<file path="src/rtl/float_to_int_seq_pkg.sv">
// float_pkg: shared constants and FSM state type for the float-to-int converter.
// Latency: n/a (declarations only).
// Backpressure: n/a.
package float_pkg;

  localparam int BIAS  = 127;
  localparam int EXP_W = 8;
  localparam int MAN_W = 23;

  localparam logic [31:0] INT_MAX = 32'h7FFF_FFFF;
  localparam logic [31:0] INT_MIN = 32'h8000_0000;

  typedef enum logic [1:0] {
    IDLE  = 2'd0,
    SHIFT = 2'd1,
    FIN   = 2'd2
  } state_t;

endpackage

</file>
<file path="src/rtl/float_to_int_seq_neg_32.sv">
// neg_32: 32-bit two's-complement negate.
// Latency: combinational.
// Backpressure: none.
module neg_32 (
  input  logic [31:0] i_a,
  output logic [31:0] o_y
);

  assign o_y = ~i_a + 32'd1;

endmodule

</file>
<file path="src/rtl/float_to_int_seq.sv">
// float_to_int_seq: iterative IEEE-754 single to signed int32 converter (macro FLOAT_TO_INT_RNE_EN enables RNE).
// Latency: ceil(k/SHIFT_PER_CYCLE)+1 cycles on the shift path, 1 cycle for NaN/Inf/overflow/small inputs.
// Backpressure: ready is high only in IDLE; start while busy is dropped, nothing is queued.
import float_pkg::*;

module float_to_int_seq #(
  parameter int SHIFT_PER_CYCLE = 1
) (
  input  logic        clk,
  input  logic        rst,
  input  logic        start,
  input  logic [31:0] in,
  output logic        ready,
  output logic        done,
  output logic [31:0] out,
  output logic        overflow,
  output logic        invalid
);

  localparam logic [5:0] SPC   = 6'(SHIFT_PER_CYCLE);
  localparam logic [7:0] OVF_E = 8'(BIAS + 31);
`ifdef FLOAT_TO_INT_RNE_EN
  // 0.5 <= |x| < 1 can round up to 1, so e=126 also walks the shifter.
  localparam logic [7:0] MIN_SHIFT_E = 8'(BIAS - 1);
`else
  localparam logic [7:0] MIN_SHIFT_E = 8'(BIAS);
`endif

  // Input fields
  logic             w_s;
  logic [EXP_W-1:0] w_e;
  logic [MAN_W-1:0] w_m;

  assign w_s = in[31];
  assign w_e = in[MAN_W +: EXP_W];
  assign w_m = in[MAN_W-1:0];

  // Operation state
  state_t      r_state;
  state_t      w_next;
  logic        w_accept;
  logic        w_fin;
  logic [5:0]  r_k;
  logic [31:0] r_mag;
  logic        r_sign;
  logic        r_ovf;
  logic        r_inv;

  // Output registers
  logic        r_done;
  logic [31:0] r_out;
  logic        r_overflow;
  logic        r_invalid;

  // Classification of the incoming operand
  logic [31:0] w_ld_mag;
  logic [5:0]  w_ld_k;
  logic        w_ld_ovf;
  logic        w_ld_inv;
  logic        w_go_shift;

  // Shift step
  logic [5:0]  w_amt;
  logic [5:0]  w_k_nxt;
  logic [31:0] w_mag_sh;

  // Finish path
  logic [31:0] w_mag_fin;
  logic [31:0] w_mag_neg;
  logic        w_rnd_ovf;
  logic [31:0] w_res;
  logic        w_ovf_fin;

`ifdef FLOAT_TO_INT_RNE_EN
  logic        r_guard;
  logic        r_sticky;
  logic [32:0] w_vec;
  logic [32:0] w_vec_sh;
  logic [32:0] w_mask;
  logic        w_guard_sh;
  logic        w_sticky_sh;
  logic        w_round_up;
`endif

  // Sort the operand into NaN / Inf / overflow / small / shift-path and prepare the load values.
  always_comb begin
    w_ld_mag   = '0;
    w_ld_k     = '0;
    w_ld_ovf   = 1'b0;
    w_ld_inv   = 1'b0;
    w_go_shift = 1'b0;
    if (w_e == 8'hFF) begin
      if (w_m != '0) begin
        w_ld_inv = 1'b1;
      end else begin
        w_ld_ovf = 1'b1;
      end
    end else if (w_e >= OVF_E) begin
      // -2^31 is the one representable value with e=158.
      if (in == 32'hCF00_0000) begin
        w_ld_mag = INT_MIN;
      end else begin
        w_ld_ovf = 1'b1;
      end
    end else if (w_e >= MIN_SHIFT_E) begin
      w_ld_mag   = {1'b1, w_m, 8'b0};
      w_ld_k     = 6'(OVF_E - w_e);
      w_go_shift = 1'b1;
    end
  end

  // One shifter step: move right by min(k, SHIFT_PER_CYCLE).
  always_comb begin
    w_amt   = (r_k < SPC) ? r_k : SPC;
    w_k_nxt = r_k - w_amt;
`ifdef FLOAT_TO_INT_RNE_EN
    // Guard rides below the magnitude; everything pushed past it folds into sticky.
    w_vec       = {r_mag, r_guard};
    w_vec_sh    = w_vec >> w_amt;
    w_mask      = (33'd1 << w_amt) - 33'd1;
    w_mag_sh    = w_vec_sh[32:1];
    w_guard_sh  = w_vec_sh[0];
    w_sticky_sh = r_sticky | (|(w_vec & w_mask));
`else
    w_mag_sh    = r_mag >> w_amt;
`endif
  end

  // Final magnitude, rounding and saturation for the FIN cycle.
  always_comb begin
`ifdef FLOAT_TO_INT_RNE_EN
    w_round_up = r_guard & (r_sticky | r_mag[0]);
    w_mag_fin  = r_mag + {31'b0, w_round_up};
    // Only a rounding carry can reach bit 31 on a positive operand.
    w_rnd_ovf  = ~r_sign & w_mag_fin[31];
`else
    w_mag_fin  = r_mag;
    w_rnd_ovf  = 1'b0;
`endif
    w_ovf_fin = r_ovf | w_rnd_ovf;
    if (r_inv) begin
      w_res = '0;
    end else if (w_ovf_fin) begin
      w_res = r_sign ? INT_MIN : INT_MAX;
    end else begin
      w_res = r_sign ? w_mag_neg : w_mag_fin;
    end
  end

  neg_32 u_neg (
    .i_a (w_mag_fin),
    .o_y (w_mag_neg)
  );

  // State register.
  always_ff @(posedge clk) begin
    if (rst) begin
      r_state <= IDLE;
    end else begin
      r_state <= w_next;
    end
  end

  // Next-state decode and control strobes.
  always_comb begin
    w_next   = r_state;
    ready    = 1'b0;
    w_accept = 1'b0;
    w_fin    = 1'b0;
    case (r_state)
      IDLE: begin
        ready = 1'b1;
        if (start) begin
          w_accept = 1'b1;
          w_next   = w_go_shift ? SHIFT : FIN;
        end
      end
      SHIFT: begin
        if (w_k_nxt == 6'd0) begin
          w_next = FIN;
        end
      end
      FIN: begin
        w_fin  = 1'b1;
        w_next = IDLE;
      end
      default: w_next = IDLE;
    endcase
  end

  // Datapath: load on accept, shift while in SHIFT, publish results leaving FIN.
  always_ff @(posedge clk) begin
    if (rst) begin
      r_k        <= '0;
      r_mag      <= '0;
      r_sign     <= 1'b0;
      r_ovf      <= 1'b0;
      r_inv      <= 1'b0;
      r_done     <= 1'b0;
      r_out      <= '0;
      r_overflow <= 1'b0;
      r_invalid  <= 1'b0;
`ifdef FLOAT_TO_INT_RNE_EN
      r_guard    <= 1'b0;
      r_sticky   <= 1'b0;
`endif
    end else begin
      r_done <= w_fin;
      if (w_accept) begin
        r_sign   <= w_s;
        r_mag    <= w_ld_mag;
        r_k      <= w_ld_k;
        r_ovf    <= w_ld_ovf;
        r_inv    <= w_ld_inv;
`ifdef FLOAT_TO_INT_RNE_EN
        r_guard  <= 1'b0;
        r_sticky <= 1'b0;
`endif
      end else if (r_state == SHIFT) begin
        r_mag    <= w_mag_sh;
        r_k      <= w_k_nxt;
`ifdef FLOAT_TO_INT_RNE_EN
        r_guard  <= w_guard_sh;
        r_sticky <= w_sticky_sh;
`endif
      end
      if (w_fin) begin
        r_out      <= w_res;
        r_overflow <= w_ovf_fin;
        r_invalid  <= r_inv;
      end
    end
  end

  assign done     = r_done;
  assign out      = r_out;
  assign overflow = r_overflow;
  assign invalid  = r_invalid;

endmodule
</file>
<file path="config.mk">
export PLATFORM = sky130hd
export DESIGN_NAME = float_to_int_seq
export DESIGN_NICKNAME = d
export VERILOG_FILES = /design/src/rtl/float_to_int_seq_pkg.sv /design/src/rtl/float_to_int_seq_neg_32.sv /design/src/rtl/float_to_int_seq.sv
export SDC_FILE = /design/constraint.sdc
export NUM_CORES = 1
export LEC_CHECK = 0
export CAP_MARGIN = 40
export CORE_MARGIN = 2
export CORE_UTILIZATION = 45
export CTS_CLUSTER_SIZE = 40
export DETAILED_ROUTE_END_ITERATION = 6
export PLACE_DENSITY_LB_ADDON = 0.3
export SYNTH_ARGS = -nofsm -noshare
export SYNTH_HDL_FRONTEND = slang
export SYNTH_SLANG_ARGS = --single-unit
export TNS_END_PERCENT = 20
</file>
<file path="constraint.sdc">
create_clock -name clk -period 3.05 [get_ports clk]
set_input_delay 0.61 -clock clk [delete_from_list [all_inputs] [get_ports clk]]
set_output_delay 0.61 -clock clk [all_outputs]
set_load 0.02 [all_outputs]
</file>
Word level (Yosys, flattened, before mapping)
Index checks and enable logic that the tools add are counted.
{ "op_classes": {"muxes": 33, "n_shift": 1, "reduce_logical": 5, "magnitude_cmp": 3, "eq_ne": 6, "n_bitwise": 1, "n_addsub": 3} }
{ "ops": {"columns": ["cell", "n"], "rows": [
  ["32-bit 2-to-1 mux", 10],
  ["6-bit 2-to-1 mux", 6],
  ["32-bit by 1-bit adder with 32-bit output, second input constant", 1],
  ["32-bit equality test, second input constant", 1],
  ["32-bit inverter", 1],
  ["32-bit by 6-bit >> shifter with 32-bit output", 1],
  ["23-bit nonzero test", 1],
  ["1-bit 2-to-1 mux", 13],
  ["8-bit equality test, second input constant", 1],
  ["8-bit by 7-bit >= comparator with 1-bit output, second input constant", 1],
  ["8-bit >= comparator, second input constant", 1],
  ["6-bit zero test", 1],
  ["6-bit by 1-bit less-than comparator with 1-bit output, second input constant", 1],
  ["2-bit 2-to-1 mux", 3],
  ["5-bit by 6-bit subtractor with 6-bit output, first input constant", 1],
  ["6-bit subtractor", 1],
  ["2-bit inequality test, second input constant", 2],
  ["2-bit case mux with 2 select lines", 1],
  ["2-bit by 1-bit equality test with 1-bit output, second input constant", 1],
  ["2-bit equality test, second input constant", 1],
  ["2-bit zero test", 1],
  ["2-bit AND reduction", 1],
  ["2-bit nonzero test", 1]
]} }
{ "totals": {"output_inout_bits": 36, "in_bits": 35, "ff_bits": 78} }

Logic depth before layout (Yosys ltp)
Gate-level depths: netlist (run 1).
{ "depth": {"depth_word": 7, "depth_mapped": 11, "mapped_depth_nobuf": 10} }

Modules after synthesis
From an unflattened synthesis (run 1), not the netlist that was laid out.
{ "unflattened": {"hier_cells": 571, "hier_area_um2": 4394.2} }
{ "modules_own_cells": {"columns": ["mod", "cells_each", "area_per_inst_um2", "instances"], "rows": [
  ["float_to_int_seq", 488, 3757.4, 1],
  ["neg_32", 83, 636.9, 1]
]} }

Least setup slack after synthesis (run 1)
OpenSTA, ideal clock, no wires.
{ "synth_timing": {"kind": "input-to-reg", "from": "in in[23]", "to": "reg r_k[5]", "n_path_buf": 2, "slack_ps": 712, "setup_time_ps": 70, "stages": 10, "arrival_time_ps": 2267, "required_time_ps": 2980, "path_cell_list": "inv_1 -> ha_1 -> o2111ai_1 -> nand2_1 -> mux2i_1 -> and2_1 -> clkbuf_1 -> clkbuf_1 -> nand3_1 -> a21oi_1"} }
{ "synth_via": {"elab_chain_len": 5} }
{ "synth_rtl": {"columns": ["element", "line_no", "rtl"], "rows": [
  ["from (decl)", "float_to_int_seq.sv:12", "input logic [31:0] in,"],
  ["8-bit by 7-bit >= comparator with 1-bit output / 5-bit by 6-bit subtractor with 6-bit output (equally long branches)", "float_to_int_seq.sv:105, float_to_int_seq.sv:107", null],
  ["6-bit 2-to-1 mux", "float_to_int_seq.sv:105", "end else if (w_e >= MIN_SHIFT_E) begin"],
  ["6-bit 2-to-1 mux", "float_to_int_seq.sv:98", "end else if (w_e >= OVF_E) begin"],
  ["6-bit 2-to-1 mux (*)", "float_to_int_seq.sv:92", "if (w_e == 8'hFF) begin"],
  ["6-bit 2-to-1 mux (*)", "float_to_int_seq.sv:209", "if (w_accept) begin"],
  ["to (signal assigned)", "float_to_int_seq.sv:212", "r_k <= w_ld_k;"],
  ["to (signal assigned)", "float_to_int_seq.sv:221", "r_k <= w_k_nxt;"],
  ["to (decl)", "float_to_int_seq.sv:43", "logic [5:0] r_k;"]
]} }
Mark *: on every way between the ends. The rest lies on a longest branch, timed or not.
A chain may end at the register's enable or synchronous reset.

Worst setup path after layout (run 1)
{ "layout_timing": {"from": "reg r_mag[1]", "to": "reg r_out[24], in the netlist out[24]"} }
{ "layout_via": {"elab_chain_len": 5} }
{ "layout_rtl": {"columns": ["element", "line_no", "rtl"], "rows": [
  ["from (decl)", "float_to_int_seq.sv:44", "logic [31:0] r_mag;"],
  ["from (signal assigned)", "float_to_int_seq.sv:211", "r_mag <= w_ld_mag;"],
  ["from (signal assigned)", "float_to_int_seq.sv:220", "r_mag <= w_mag_sh;"],
  ["32-bit inverter", "float_to_int_seq_neg_32.sv:9", "assign o_y = ~i_a + 32'd1;"],
  ["32-bit by 1-bit adder with 32-bit output", "float_to_int_seq_neg_32.sv:9", null],
  ["32-bit 2-to-1 mux", "float_to_int_seq.sv:146", "w_res = r_sign ? w_mag_neg : w_mag_fin;"],
  ["32-bit 2-to-1 mux", "float_to_int_seq.sv:143", "end else if (w_ovf_fin) begin"],
  ["32-bit 2-to-1 mux", "float_to_int_seq.sv:141", "if (r_inv) begin"],
  ["to (signal assigned)", "float_to_int_seq.sv:228", "r_out <= w_res;"],
  ["to (decl)", "float_to_int_seq.sv:51", "logic [31:0] r_out;"]
]} }
No other way between the ends.

==> flow_summary.json, run 1 <==
{
  "yosysWarnings": 0,
  "first_iter_violations": 240,
  "io_pins": 71,
  "die_x_um": 101.1,
  "setup_viol": 0,
  "cts_resized": 0,
  "ctsHoldBuffers": 0,
  "cp.arrival_ns": 2.74,
  "fin_area_um2": 5186,
  "cts_buffers": 9,
  "grt_max_degree": 40,
  "place.gp.congestion": 0.9417,
  "route.vias.total": 4037,
  "min_period_ns": 2.518,
  "io_buffer_count": 70,
  "holdPathStages": 2,
  "switchingPower_w": 0.0006453,
  "viasPerCell": 5.817,
  "cp-start-kind": "flip-flop",
  "synth.area.top_cells": "dfxtp_1 (37%), mux2_2 (6.6%), a21oi_1 (5.8%)",
  "multi_input_area_um2": 2472,
  "post_cts_buffers": 0,
  "clkTransAtPathRegs_ns": 0.09,
  "dr.pass1.iters": 5,
  "end_kind": "flip-flop",
  "clock-root-buffer": "clkbuf_8",
  "worst-path-buf-inv": 1,
  "synth_cell_type_count": 50,
  "synth.most_common_cell": "dfxtp_1",
  "synth_nets": 568,
  "status": "finished, final reports clean",
  "seqCellArea_um2": 1562,
  "antenna_found_initial": 0,
  "antenna_cells": 0,
  "area_delta_synth_final_pct": 22.16,
  "crit_type": "reg2reg",
  "dp_hpwl_um": 7510,
  "setup_tns_ns": 0,
  "max_slew_margin_pct": 65.22,
  "core_um2": 9196,
  "seqPwrFrac_pct": 47.8,
  "synth_ff_type": "dfxtp_1",
  "maxSlewViolCount": 0,
  "critical-path-top-delay-family": "simple AND/OR/NAND/NOR gates",
  "ant_nets": 0,
  "syn_area_um2": 4245,
  "wire_per_inst_um": 15.10,
  "drive_gt1_share_pct": 11.32,
  "skew_ns": 0.01162,
  "cts_tree": "built",
  "start_util_pct": 46.16,
  "worst_pin_slew_ns": 0.5210,
  "hold_class": "reg2reg",
  "overflow": 0,
  "synthTopCellsByCount": "dfxtp_1 (78), nand2_1 (60), nor2_1 (56)",
  "hold_viol": 0,
  "netlist_instances": 529,
  "period_share_pct": 82.57,
  "cp.depth": 8,
  "rsz0062_at_grt": "false",
  "insertion_delay_ns": 0.35,
  "placed_area_um2": 4996,
  "nets": 617,
  "synthArstFlopShare_pct": 0,
  "p_leak_nw": 1.818,
  "fp.dieH_um": 101.1,
  "reg2regPathDepth": 8,
  "critPathMaxStageDelay_ns": 0.42,
  "synth_top_cell_by_area": "dfxtp_1",
  "fin_cells": 694,
  "cp.required_ns": 3.27,
  "swShare_pct": 28.67,
  "rows": 35,
  "syn_avg_cell_area_um2": 8.025,
  "crit_chain": "inv_1 > ha_1 > nor3b_1 > nand4_1 > nor3_1 > mux2_2 > o221ai_1 > a21oi_1",
  "intPower_w": 0.001606,
  "fillers": 876,
  "synth.top_cell.area_share_pct": 36.78,
  "ir_drop_mv": 0.2124,
  "ctsLongestPathBuffers": 2,
  "power.share.clock_pct": 33.8,
  "combinationalPowerShare_pct": 18.4,
  "grt_pass1_wl_um": 17020,
  "synth_edf_count": 0,
  "wl_um": 10480,
  "grt_pass1_vias": 3559,
  "cts_sinks": 78,
  "power_density_nw_per_um2": 434.1,
  "dp.cells": 678,
  "cap_violations": 0,
  "dieArea_um2": 10230,
  "max_freq_mhz": 397.1,
  "crit_fanout": 9,
  "crit_slowest_cell": "nand4_1",
  "drc_errors": 0,
  "grt_use_total_pct": 20.68,
  "ys_seq_area_share_pct": 36.78,
  "htree_levels": 3,
  "ys_ff_latch": 78
}
==> metal layers <==
metal  part of all wire (%)  global-route usage, %  up-vias
met4                   0.97                  6.029        0
met3                    5.5                  3.175        9
met1                     48                  28.23     1893
li1                       -                      -     2018
met2                     45                  33.98      117
met5                      0                      0        -
==> power by group through the flow <==
stage | Clock, W | Sequential [W] | Combinational [W]
final | 0.000760 | 0.00108 | 0.000414
after global routing | 0.000809 | 0.00108 | 0.000451
after CTS | 0.000771 | 0.00108 | 0.000413
after detailed placement | 0 | 0.00110 | 0.000410
after global placement | 0 | 0.00110 | 0.000400
after floorplan | 0 | 0.00110 | 0.000274
==> through the flow <==
step,utilization (%),setup WS (ns),power [W],hold slack [ns]
after floorplan,-,0.7121,0.001370,0.4774
after global placement,54.33,0.3689,0.001499,0.4404
after detailed placement,54.33,0.1994,0.001511,0.4431
after CTS,56.39,0.5511,0.002260,0.4539
after global routing,56.39,0.3431,0.002342,0.4697
final,56.39,0.5316,0.002251,0.4505
==> sequential cells by signal, summed over array words and instances, names as in the netlist <==
register / cells
out: 32
r_mag: 32
r_k: 6
r_state: 2
done: 1
invalid: 1
overflow: 1
r_inv: 1
r_ovf: 1
r_sign: 1
==> worst paths after layout <==
path | from | end | slack (ns)
setup / recovery | r_mag[1] | out[24] | 0.53
hold / removal | out[30] | out[30] | 0.45
setup reg to reg | r_mag[1] | out[24] | 0.53
hold reg to reg | out[30] | out[30] | 0.45
==> tightest hold or removal path, delay by kind of cell, from the launching register on <==
family	cells	cell delay, ns
flops	1	0.31
simple gates	1	0.05
compound gates	1	0.05
==> area by class of cell <==
type | instances | share of cell area [%]
clock inverter | 6 | 1.206
clock buffer | 10 | 2.461
multi-input combinational | 397 | 47.67
tap | 111 | 2.678
sequential | 78 | 30.11
timing repair buffer | 82 | 15.15
inverter | 10 | 0.7238
==> kinds of logic after synthesis <==
| kind of cell | count (synthesis) | synth area share, % |
|---|---|---|
| AOI/OAI and AO/OA | 143 | 21.54 |
| xor gates and xnor gates | 22 | 4.539 |
| adders and majority gates | 4 | 1.179 |
| buffers and inverters | 54 | 5.217 |
| DFF | 78 | 36.78 |
| muxes | 34 | 8.901 |
| and+or+nand+nor | 194 | 21.84 |
==> cell usage in the layout (no fill, tap or decap), drive strengths merged, types with 2 or more instances in the layout <==
| cell | n |
|---|---|
| inv | 10 |
| nand4 | 7 |
| nand2 | 60 |
| ha | 4 |
| nand3b | 2 |
| a211oi | 2 |
| o41ai | 4 |
| clkbuf | 10 |
| mux2i | 4 |
| or4 | 4 |
| or2 | 3 |
| a22oi | 24 |
| xor2 | 3 |
| nand2b | 6 |
| nor3 | 14 |
| o221ai | 10 |
| a2111oi | 3 |
| dfxtp | 78 |
| mux2 | 30 |
| or3 | 4 |
| clkdlybuf4s50 | 69 |
| clkinv | 2 |
| buf | 13 |
| nand3 | 15 |
| nor2 | 56 |
| and2 | 3 |
| a31oi | 4 |
| nor2b | 2 |
| o21ai | 30 |
| a221oi | 2 |
| o31ai | 5 |
| xnor2 | 19 |
| o211ai | 4 |
| clkinvlp | 3 |
| nor4 | 15 |
| a21oi | 49 |
| o31a | 2 |
Power figures use the tool's default switching activity.
==> run 2: changes to the inputs <==
==> constraint.sdc (replaced) <==
create_clock -name clk -period 2.21 [get_ports clk]
set_input_delay 0.442 -clock clk [delete_from_list [all_inputs] [get_ports clk]]
set_output_delay 0.442 -clock clk [all_outputs]
set_load 0.02 [all_outputs]
==> flow_summary.json, run 2 (same netlist as run 1, synthesis figures left out) <==
{
  "status": "finished, final reports clean",
  "grt_pass1_wl_um": 18380,
  "drive_gt1_share_pct": 19.22,
  "intPower_w": 0.002165,
  "viasPerCell": 5.849,
  "end_kind": "flip-flop",
  "place.gp.congestion": 0.9703,
  "dr.pass1.iters": 5,
  "worst-path-buf-inv": 0,
  "rsz0062_at_grt": "true",
  "crit_slowest_cell": "or4_4",
  "skew_ns": 0.01149,
  "max_freq_mhz": 463.8,
  "crit_fanout": 4,
  "switchingPower_w": 0.0009706,
  "final_cell_mix": "dfxtp_1 (75), clkdlybuf4s50_1 (69), nand2_1 (60), nor2_1 (56), a21oi_1 (48)",
  "crit_chain": "or4_4 > or3_4 > nor3_2 > mux2_2 > o221ai_2 > a21oi_2",
  "io_buffer_count": 70,
  "crit_type": "reg2reg",
  "cp.required_ns": 2.45,
  "period_share_pct": 97.56,
  "area_delta_synth_final_pct": 31.00,
  "insertion_delay_ns": 0.36,
  "combinationalPowerShare_pct": 20.5,
  "post-place-ws_ns": -0.1669,
  "hold_viol": 0,
  "die_x_um": 101.1,
  "hold_ws_ns": 0.3775,
  "cts_sinks": 78,
  "antenna_found_initial": 0,
  "worst_pin_slew_ns": 0.7134,
  "dieArea_um2": 10230,
  "grt_max_degree": 40,
  "ir_drop_mv": 0.4328,
  "layout_commonest_cell": "dfxtp_1",
  "setup_ws_ns": 0.05382,
  "fp.dieH_um": 101.1,
  "seqPwrFrac_pct": 47.3,
  "cts_tree": "built",
  "ctsLongestPathBuffers": 2,
  "ant_nets": 0,
  "ctsHoldBuffers": 0,
  "fillers": 852,
  "critical-path-top-delay-family": "simple AND/OR/NAND/NOR gates",
  "io_pins": 71,
  "power_density_nw_per_um2": 563.8,
  "hold_class": "in2reg",
  "cp.arrival_ns": 2.40,
  "grt_pass1_vias": 3932,
  "route.vias.total": 4270,
  "wl_um": 11370,
  "dp_hpwl_um": 8119,
  "critPathMaxStageDelay_ns": 0.56,
  "p_leak_nw": 2.016,
  "drc_errors": 0,
  "cap_violations": 0,
  "max_slew_margin_pct": 52.26,
  "overflow": 0,
  "first_iter_violations": 248,
  "start_util_pct": 46.16,
  "maxSlewViolCount": 0,
  "clock-root-buffer": "clkbuf_8",
  "antenna_cells": 0,
  "seqCellArea_um2": 1565,
  "power.share.clock_pct": 32.2,
  "rows": 35,
  "core_um2": 9196,
  "htree_levels": 3,
  "wire_per_inst_um": 15.57,
  "cp-start-kind": "flip-flop",
  "swShare_pct": 30.96,
  "cts_buffers": 9,
  "nets": 653,
  "setup_viol": 0,
  "min_period_ns": 2.156,
  "clkTransAtPathRegs_ns": 0.09,
  "grt_use_total_pct": 22.32,
  "multi_input_area_um2": 2545
}
## run 2: changes by cell type in the layout (fill, tap and decap cells not counted), moves of 3 or more
| cell | previous run | this run |
|---|---|---|
| nor3_2 | 2 | 5 |
| dfxtp_2 | 0 | 3 |
| buf_12 | 0 | 3 |
| buf_4 | 12 | 45 |
| nor3_1 | 12 | 8 |
| dfxtp_1 | 78 | 75 |
## run 2: layout make-up
type / count / area share, %
Inverter: 10 / 0.6749
Multi-Input combinational cell: 397 / 45.76
Clock buffer: 9 / 2.227
Sequential cell: 78 / 28.14
Clock inverter: 7 / 1.035
Timing Repair Buffer: 118 / 19.66
Tap cell: 111 / 2.497
## run 2: final timing paths
| kind | from | end | slack [ns] | cells past startpoint |
|---|---|---|---|---|
| max | r_mag[15] | out[21] | 0.05 | 6 |
| min | rst | invalid | 0.38 | 2 |
| max reg2reg | r_mag[15] | out[21] | 0.05 | 6 |
| min reg2reg | out[13] | out[13] | 0.45 | 2 |
## run 2: power groups by stage
stage | registers [W] | clock network, W | logic (W)
5_1_grt | 0.00149 | 0.00108 | 0.000700
2_1_floorplan | 0.00151 | 0 | 0.000379
6_report | 0.00148 | 0.00101 | 0.000644
3_3_place_gp | 0.00151 | 0 | 0.000605
3_5_place_dp | 0.00151 | 0 | 0.000619
4_1_cts | 0.00148 | 0.00102 | 0.000624
## run 2: what timing repair did
item	CTS	global route
endpoints found under the setup margin	5	14
buffers inserted	1	0
resized for setup	1	17
pin swaps	1	2
## run 2: per-stage QoR
| step | instances | total power [W] | TNS, ns | util, % | area [µm²] |
|---|---|---|---|---|---|
| 2_1_floorplan | 529 | 0.001891 | 0 | - | 4245 |
| 3_3_place_gp | 713 | 0.002115 | -1.886 | 57.59 | 5296 |
| 3_5_place_dp | 713 | 0.002132 | -3.719 | 57.59 | 5296 |
| 4_1_cts | 730 | 0.003126 | -0.006322 | 59.70 | 5490 |
| 5_1_grt | 730 | 0.003269 | -0.05880 | 60.48 | 5562 |
| 6_report | 730 | 0.003135 | 0 | 60.48 | 5562 |
## run 2: worst register-to-register path: cells and delay by family (launching register included)
| family | cells | cell delay, ns |
|---|---|---|
| multiplexers | 1 | 0.37 |
| AO/OA/AOI/OAI | 2 | 0.22 |
| flip-flops | 1 | 0.32 |
| AND/OR/NAND/NOR | 3 | 1.12 |
## run 2: layer usage
metal	vias to the layer above	wire [µm]	global-route usage, %
met5	-	0	0
met1	1989	5072	30.74
met2	169	5353	36.02
met3	21	716	3.589
met4	0	223	6.965
li1	2091	-	-
